<file path="src/rtl/approx_mult_pipe.sv">
// approx_mult_pipe: two-stage pipelined unsigned multiplier with a selectable
// approximate mode. In approximate mode the lowest APPROX_COLS partial-product
// columns are collapsed to a single OR bit each and never generate a carry;
// all higher columns are summed exactly.
module approx_mult_pipe #(
   parameter int WIDTH       = 4,
   parameter int APPROX_COLS = 2
) (
   input  logic                 clk,
   input  logic                 rst_n,
   input  logic                 in_valid,
   output logic                 in_ready,
   input  logic [WIDTH-1:0]     a,
   input  logic [WIDTH-1:0]     b,
   input  logic                 mode,
   output logic                 out_valid,
   input  logic                 out_ready,
   output logic [2*WIDTH-1:0]   p,
   output logic                 out_mode,
   output logic [15:0]          op_count
);

   localparam int P_W = 2 * WIDTH;

   // Bits set in this mask mark the approximated (carry-free) columns.
   localparam logic [P_W-1:0] LOW_MASK = P_W'((64'd1 << APPROX_COLS) - 64'd1);

   // Stage 1: captured operands
   logic                s1_valid_reg;
   logic [WIDTH-1:0]    s1_a_reg;
   logic [WIDTH-1:0]    s1_b_reg;
   logic                s1_mode_reg;

   // Stage 2: registered product
   logic                s2_valid_reg;
   logic [P_W-1:0]      p_reg;
   logic                out_mode_reg;

   logic [15:0]         op_count_reg;

   logic                s2_load;
   logic                out_fire;
   logic                in_fire;

   logic [P_W-1:0]      row_terms [WIDTH];
   logic [P_W-1:0]      exact_sum;
   logic [P_W-1:0]      hi_sum;
   logic [P_W-1:0]      low_or;
   logic [P_W-1:0]      approx_sum;
   logic [P_W-1:0]      p_next;

   // Handshake: stage 2 may load when empty or draining this cycle, and
   // stage 1 frees up whenever stage 2 takes its contents.
   assign out_fire = s2_valid_reg && out_ready;
   assign s2_load  = !s2_valid_reg || out_ready;
   assign in_ready = !s1_valid_reg || s2_load;
   assign in_fire  = in_valid && in_ready;

   // One shifted row of partial products per multiplier bit; column k of the
   // partial-product array is bit k across all rows.
   for (genvar gi = 0; gi < WIDTH; gi++) begin : g_row
      assign row_terms[gi] = s1_b_reg[gi] ? (P_W'(s1_a_reg) << gi) : '0;
   end

   // Exact and approximate reductions of the partial-product rows.
   // High columns are summed with their low bits stripped, so carries can only
   // originate at column APPROX_COLS or above; low columns are OR-reduced and
   // merged in without any addition.
   always_comb begin
      exact_sum = '0;
      hi_sum    = '0;
      low_or    = '0;
      for (int i = 0; i < WIDTH; i++) begin
         exact_sum = exact_sum + row_terms[i];
         hi_sum    = hi_sum + (row_terms[i] & ~LOW_MASK);
         low_or    = low_or | row_terms[i];
      end
      approx_sum = hi_sum | (low_or & LOW_MASK);
      p_next     = s1_mode_reg ? approx_sum : exact_sum;
   end

   // Stage 1 register: accepts new operands whenever in_ready is high.
   always_ff @(posedge clk) begin
      if (!rst_n) begin
         s1_valid_reg <= 1'b0;
         s1_a_reg     <= '0;
         s1_b_reg     <= '0;
         s1_mode_reg  <= 1'b0;
      end else if (in_ready) begin
         s1_valid_reg <= in_valid;
         if (in_valid) begin
            s1_a_reg    <= a;
            s1_b_reg    <= b;
            s1_mode_reg <= mode;
         end
      end
   end

   // Stage 2 register: holds the product stable while downstream stalls.
   always_ff @(posedge clk) begin
      if (!rst_n) begin
         s2_valid_reg <= 1'b0;
         p_reg        <= '0;
         out_mode_reg <= 1'b0;
      end else if (s2_load) begin
         s2_valid_reg <= s1_valid_reg;
         if (s1_valid_reg) begin
            p_reg        <= p_next;
            out_mode_reg <= s1_mode_reg;
         end
      end
   end

   // Completed output transfers, wrapping at 16 bits.
   always_ff @(posedge clk) begin
      if (!rst_n) begin
         op_count_reg <= '0;
      end else if (out_fire) begin
         op_count_reg <= op_count_reg + 16'd1;
      end
   end

   assign out_valid = s2_valid_reg;
   assign p         = p_reg;
   assign out_mode  = out_mode_reg;
   assign op_count  = op_count_reg;

endmodule
</file>
<file path="config.mk">
export PLATFORM = sky130hd
export DESIGN_NAME = approx_mult_pipe
export DESIGN_NICKNAME = d
export VERILOG_FILES = /design/src/rtl/approx_mult_pipe.sv
export SDC_FILE = /design/constraint.sdc
export NUM_CORES = 1
export LEC_CHECK = 0
export ABC_AREA = 1
export CORE_ASPECT_RATIO = 1.4
export CORE_MARGIN = 4
export CORE_UTILIZATION = 45
export CTS_BUF_LIST = sky130_fd_sc_hd__clkbuf_4
export CTS_CLUSTER_SIZE = 12
export DETAILED_ROUTE_END_ITERATION = 6
export PLACE_DENSITY = 0.8
export SYNTH_ARGS = -nofsm -noshare
export SYNTH_HDL_FRONTEND = slang
export SYNTH_SLANG_ARGS = --single-unit
export TNS_END_PERCENT = 10
</file>
<file path="constraint.sdc">
create_clock -name clk -period 3.15 [get_ports clk]
set_clock_uncertainty 0.2 [all_clocks]
set_input_delay 0.63 -clock clk [delete_from_list [all_inputs] [get_ports clk]]
set_output_delay 0.63 -clock clk [all_outputs]
set_load 0.01 [all_outputs]
</file>
# ---- Yosys cells after proc, flatten, opt, wreduce, memory -nomap -nowiden
# Index checks and enable logic that the tools add are counted.
dict set report classes {
  n_mux 5
  reduce_logical 7
  add_sub_neg 7
  bitwise_logic 4
}
# operator n
set ops {}
lappend ops {{16-bit by 1-bit adder with 16-bit output, second input constant} 1}
lappend ops {{7-bit by 7-bit adder with 8-bit output} 2}
lappend ops {{6-bit by 6-bit adder with 7-bit output} 2}
lappend ops {{4-bit by 5-bit adder with 6-bit output} 2}
lappend ops {{8-bit two-way mux} 1}
lappend ops {{8-bit by 2-bit bitwise OR with 8-bit output} 1}
lappend ops {{7-bit two-way mux} 1}
lappend ops {{6-bit two-way mux} 1}
lappend ops {{2-bit bitwise OR} 3}
lappend ops {{5-bit two-way mux} 1}
lappend ops {{4-bit two-way mux} 1}
lappend ops {{2-bit AND reduction} 2}
lappend ops {{1-bit zero test} 2}
lappend ops {{1-bit logical OR} 2}
lappend ops {{1-bit logical AND} 1}
dict set report totals {
  word_cells 31
  ff_bits 36
  output_inout_bits 27
  in_bits 13
}

# ---- Depth between registers and ports, before layout
# Gate-level depths: netlist of run 1.
dict set report depth {
  ltp_word 6
  mapped_depth 15
  ltp_nobuf 15
}

# ---- Worst setup path before layout of run 1
# No wires, ideal clock.
dict set report synth_timing {
  path_kind {register -> register}
  startpoint {register s1_a_reg[0]}
  endpoint {register p_reg[7] (netlist: p[7])}
  path_buffers 0
  path_stages_with_launch 15
  arrival_time_ns 2.519
  required_ns 2.835
  synth_period_minus_slack_ns 2.834
  setup_time_ns 0.115
  slack_ns 0.316
  cell_sequence {dfxtp_1 > nand2_1 > inv_1 > fa_1 > inv_1 > fa_1 > inv_1 > ha_1 > fa_1 > nand3_1 > nand2_1 > nand2_1 > a21oi_1 > nor2_1 > nor2_1}
}
dict set report synth_between {
  elab_chain_cells 5
  word_cells_on_any_way 11
  classes_between {add/sub (5); mux (5); bitwise (1)}
}
# item line_no
set synth_rtl {}
lappend synth_rtl {{start: declaration} 30} ;# logic [WIDTH-1:0] s1_a_reg;
lappend synth_rtl {{start signal: assignment} 86} ;# s1_a_reg <= '0;
lappend synth_rtl {{start signal: assignment} 92} ;# s1_a_reg <= a;
lappend synth_rtl {{4-bit two-way mux, or another cell as far along} 62} ;# assign row_terms[gi] = s1_b_reg[gi] ? (P_W'(s1_a_reg) << gi) : '0;
lappend synth_rtl {{4-bit by 5-bit adder with 6-bit output / 6-bit by 6-bit adder with 7-bit output (equally long branches)} {74, 75}}
lappend synth_rtl {{6-bit by 6-bit adder with 7-bit output / 7-bit by 7-bit adder with 8-bit output (equally long branches)} {74, 75}}
lappend synth_rtl {{7-bit by 7-bit adder with 8-bit output / 8-bit by 2-bit bitwise OR with 8-bit output (equally long branches)} {74, 78}}
lappend synth_rtl {{8-bit two-way mux (*)} 79} ;# p_next = s1_mode_reg ? approx_sum : exact_sum;
lappend synth_rtl {{end signal: assignment} 108} ;# p_reg <= p_next;
lappend synth_rtl {{end: declaration} 36} ;# logic [P_W-1:0] p_reg;
# Every way passes the cells marked *; elsewhere a longest branch is shown, timed or not.
# A chain may end at the register's enable or synchronous reset.

# ---- Final worst setup path of run 1
# Same ends and word-level chain as after synthesis.

==> results.md, run 1 <==
- CTS Sinks: 36
- Clock Path Buffers: 2
- Design area: roughly 2500 µm²
- Dpl hpwl: around 3300 µm
- Total track usage: approximately 16%
- 1st-iter DRT viols: 56
- Post-Syn Instances: 284
- Clock slew seen by the registers of the worst setup and hold paths: between 0.1 and 0.15 ns
- Routability cong.: between 0.7 and 0.8
- Port-buffer cells: 39
- Vias per std cell: around 4.9
- WP buf/inv: 3
- Synth Cell Area: 2037 µm²
- Clk root buf: clkbuf_4
- Antenna Nets Post-Route: 0
- First-pass GRT wire length: 7396 µm
- Final net count: ~360
- Post-CTS Hold Buffers: 0
- Syn Nets: between 300 and 400
- Initial antenna violation count: 0
- Final hold slack: approximately 0.29 ns
- Sequential share of the synthesized area: a little over a third
- CTS tree: yes
- Final worst-path cycle share: about 93%
- Flop and latch count out of synthesis: 36
- Required @ worst endpoint: roughly 3.2 ns
- R2R Setup Slk: between 0.2 and 0.25 ns
- Worst Path Arrival: approximately 3.0 ns
- Die area: between 5000 and 6000 µm²
- Filler instances: 411
- Diode count: 0
- Top delay family on crit path: adder cells
- H-Tree Depth: 2
- Core Area: roughly 4300 µm²
- Cell variety after synth: 29
- Total clock buffers created by CTS: 5
- Number of global-route vias before repair: between 1500 and 2000
- Crit path cell chain: nand2_1 > inv_1 > fa_1 > inv_1 > fa_1 > inv_1 > ha_1 > fa_2 > nand3_1 > nand2_1 > nand2_1 > nand3_1 > nand2_1 > nor2_1 > nor2_1
- Routed Wire Length: about 4100 µm
- Grt ovf: 0
- Post-layout minimum cycle time: 2.926 ns
- Power Density: roughly 330 nW/µm²
- CP peak stage delay: 0.53 ns
- Most used cell along the critical path: nand2_1
- CP max-delay cell: fa_1
- Fraction of layout cells with a size suffix above 1: 7.975%
- Status: finished clean
- Clock Latency Late Sink: about 0.34 ns
- VDD IR max: 0.2499 mV
- Startpoint Class: flip-flop
- Most frequent cells in the layout: nand2_1 (61), inv_1 (43), clkdlybuf4s50_1 (39)
- Ports: 40
- Mean area per synthesized cell: roughly 7.2 µm²
- Starting density of the core: a little under half
- Setup Viol. Count Final: 0
- Layout Area Growth over Synthesis: 24.57%
- Vias: approximately 1900
- Setup TNS: 0 ns
- Largest net degree at the start of global routing: 18
- Hold path depth: 2
- Post-cts sizing count: 0
- Worst min-delay path class: reg -> reg
- WL per Instance: 10.66 µm
- Post-CTS setup buffer count: 0
- Max-slew violation count: 0
- Critical path endpoint category: flip-flop
- Drt pass-1 iters: 4
- Highest Clock Rate: between 0.3 and 0.4 GHz
- Width of the die: between 60 and 70 µm
- Most common cell after layout, fill and taps aside: nand2_1
- Slew headroom: 63.43%
- FP Rows: 28
- Die H: 87.61 µm
- Crit-path max FO: 5
- Reg2Reg Depth: 15
- Yosys Warn Count: 0
- MaxCap Viol Count: 0
- Placed inst area: about 2500 µm²
- # DRC: 0
- Worst slew pin tran: approximately 0.55 ns
- Final Hold Viols: 0
- Crit path depth: 15
- Crit Path Class: reg -> reg
- P_leak: about 1.1 nW
- Max reg flops: 16
- RSZ-0062 raised after global routing: false
## worst register-to-register path, cell delays in order (launching register included)
cell     delay, ns
dfxtp_2       0.36
nand2_1       0.06
inv_1         0.05
fa_1          0.53
inv_1         0.05
fa_1          0.52
inv_1         0.05
ha_1          0.22
fa_2          0.34
nand3_1       0.09
nand2_1       0.05
nand2_1       0.08
nand3_1       0.08
nand2_1       0.07
nor2_1        0.04
nor2_1        0.08
## logic make-up after synthesis
family	synth area share (%)
AND/OR/NAND/NOR	29.18
buffers and inverters	9.828
AO/OA/AOI/OAI	12.35
flip-flops	35.38
adder cells (fa/ha/maj)	13.27
## report_power, final
group	total, W	switching (W)	internal [W]	leakage [nW]
sequential	0.000491	0.0000168	0.000474	0.295
clock	0.000237	0.000155	0.0000819	0.0324
combinational	0.000117	0.0000611	0.0000555	0.817
## synth_stat cells
cell type   n  area share, %
a211oi_1    1           0.37
a21oi_1    15            3.7
a31oi_1     5            1.5
and3_1      2           0.61
buf_2       2           0.49
buf_4       1           0.37
clkbuf_1    1           0.18
clkbuf_2    2           0.49
dfxtp_1    36             35
fa_1        6            5.9
ha_1       12            7.4
inv_1      43            7.9
inv_2       2           0.37
nand2_1    61             11
nand2_2     3           0.92
nand2_4     1           0.55
nand3_1    12            2.9
nand4_1     4            1.2
nand4_2     1           0.61
nor2_1     36            6.6
nor2_2      3           0.92
nor2_4      1           0.55
nor2_8      1           0.98
nor3_1      4           0.98
nor3b_1     1           0.37
nor3b_2     1           0.61
o21ai_0    20            4.9
o21ai_1     6            1.5
o21bai_1    1           0.37
## through the flow
stage	total power (W)	utilization, %	worst slack (ns)	cells
floorplan	0.0005689	-	0.3162	284
global placement	0.0006140	57.52	0.2402	378
detailed placement	0.0006180	57.52	0.1731	378
CTS	0.0008568	58.71	0.1593	386
global route	0.0008954	58.89	0.04545	386
finish	0.0008445	58.89	0.2240	386
## final cells by class
type,count,area [µm²],share of cell area [%]
clock buffers,5,37.54,1.479
clock inverters,3,13.76,0.5424
inverters,45,168.9,6.657
multi-input cells,197,1119,44.08
flip-flops and latches,36,725.7,28.60
well taps,60,75.07,2.959
repair buffers,40,397.9,15.68
## path summary, 6_finish.rpt
check	startpoint	to
setup reg to reg	s1_a_reg[0]$_SDFFE_PN0P_	p[7]$_SDFFE_PN0P_
hold / removal	p[0]$_SDFFE_PN0P_	p[0]$_SDFFE_PN0P_
setup / recovery	s1_a_reg[0]$_SDFFE_PN0P_	p[7]$_SDFFE_PN0P_
hold reg to reg	p[0]$_SDFFE_PN0P_	p[0]$_SDFFE_PN0P_
## layer usage
| metal | track usage [%] | vias to the layer above | wire [µm] |
|---|---|---|---|
| li1 | - | 982 | - |
| met1 | 20.05 | 835 | 1858 |
| met2 | 26.72 | 49 | 1930 |
| met3 | 4.108 | 7 | 233 |
| met4 | 7.308 | 0 | 93 |
| met5 | 0 | - | 0 |
(Power assumes the default switching activity.)
==> run 2: changes to the inputs <==
- CAP_MARGIN: not set -> 0
- SLEW_MARGIN: not set -> 20
==> results of run 2 <==
No change in the layout: final DEF, timing and power equal those of run 1.
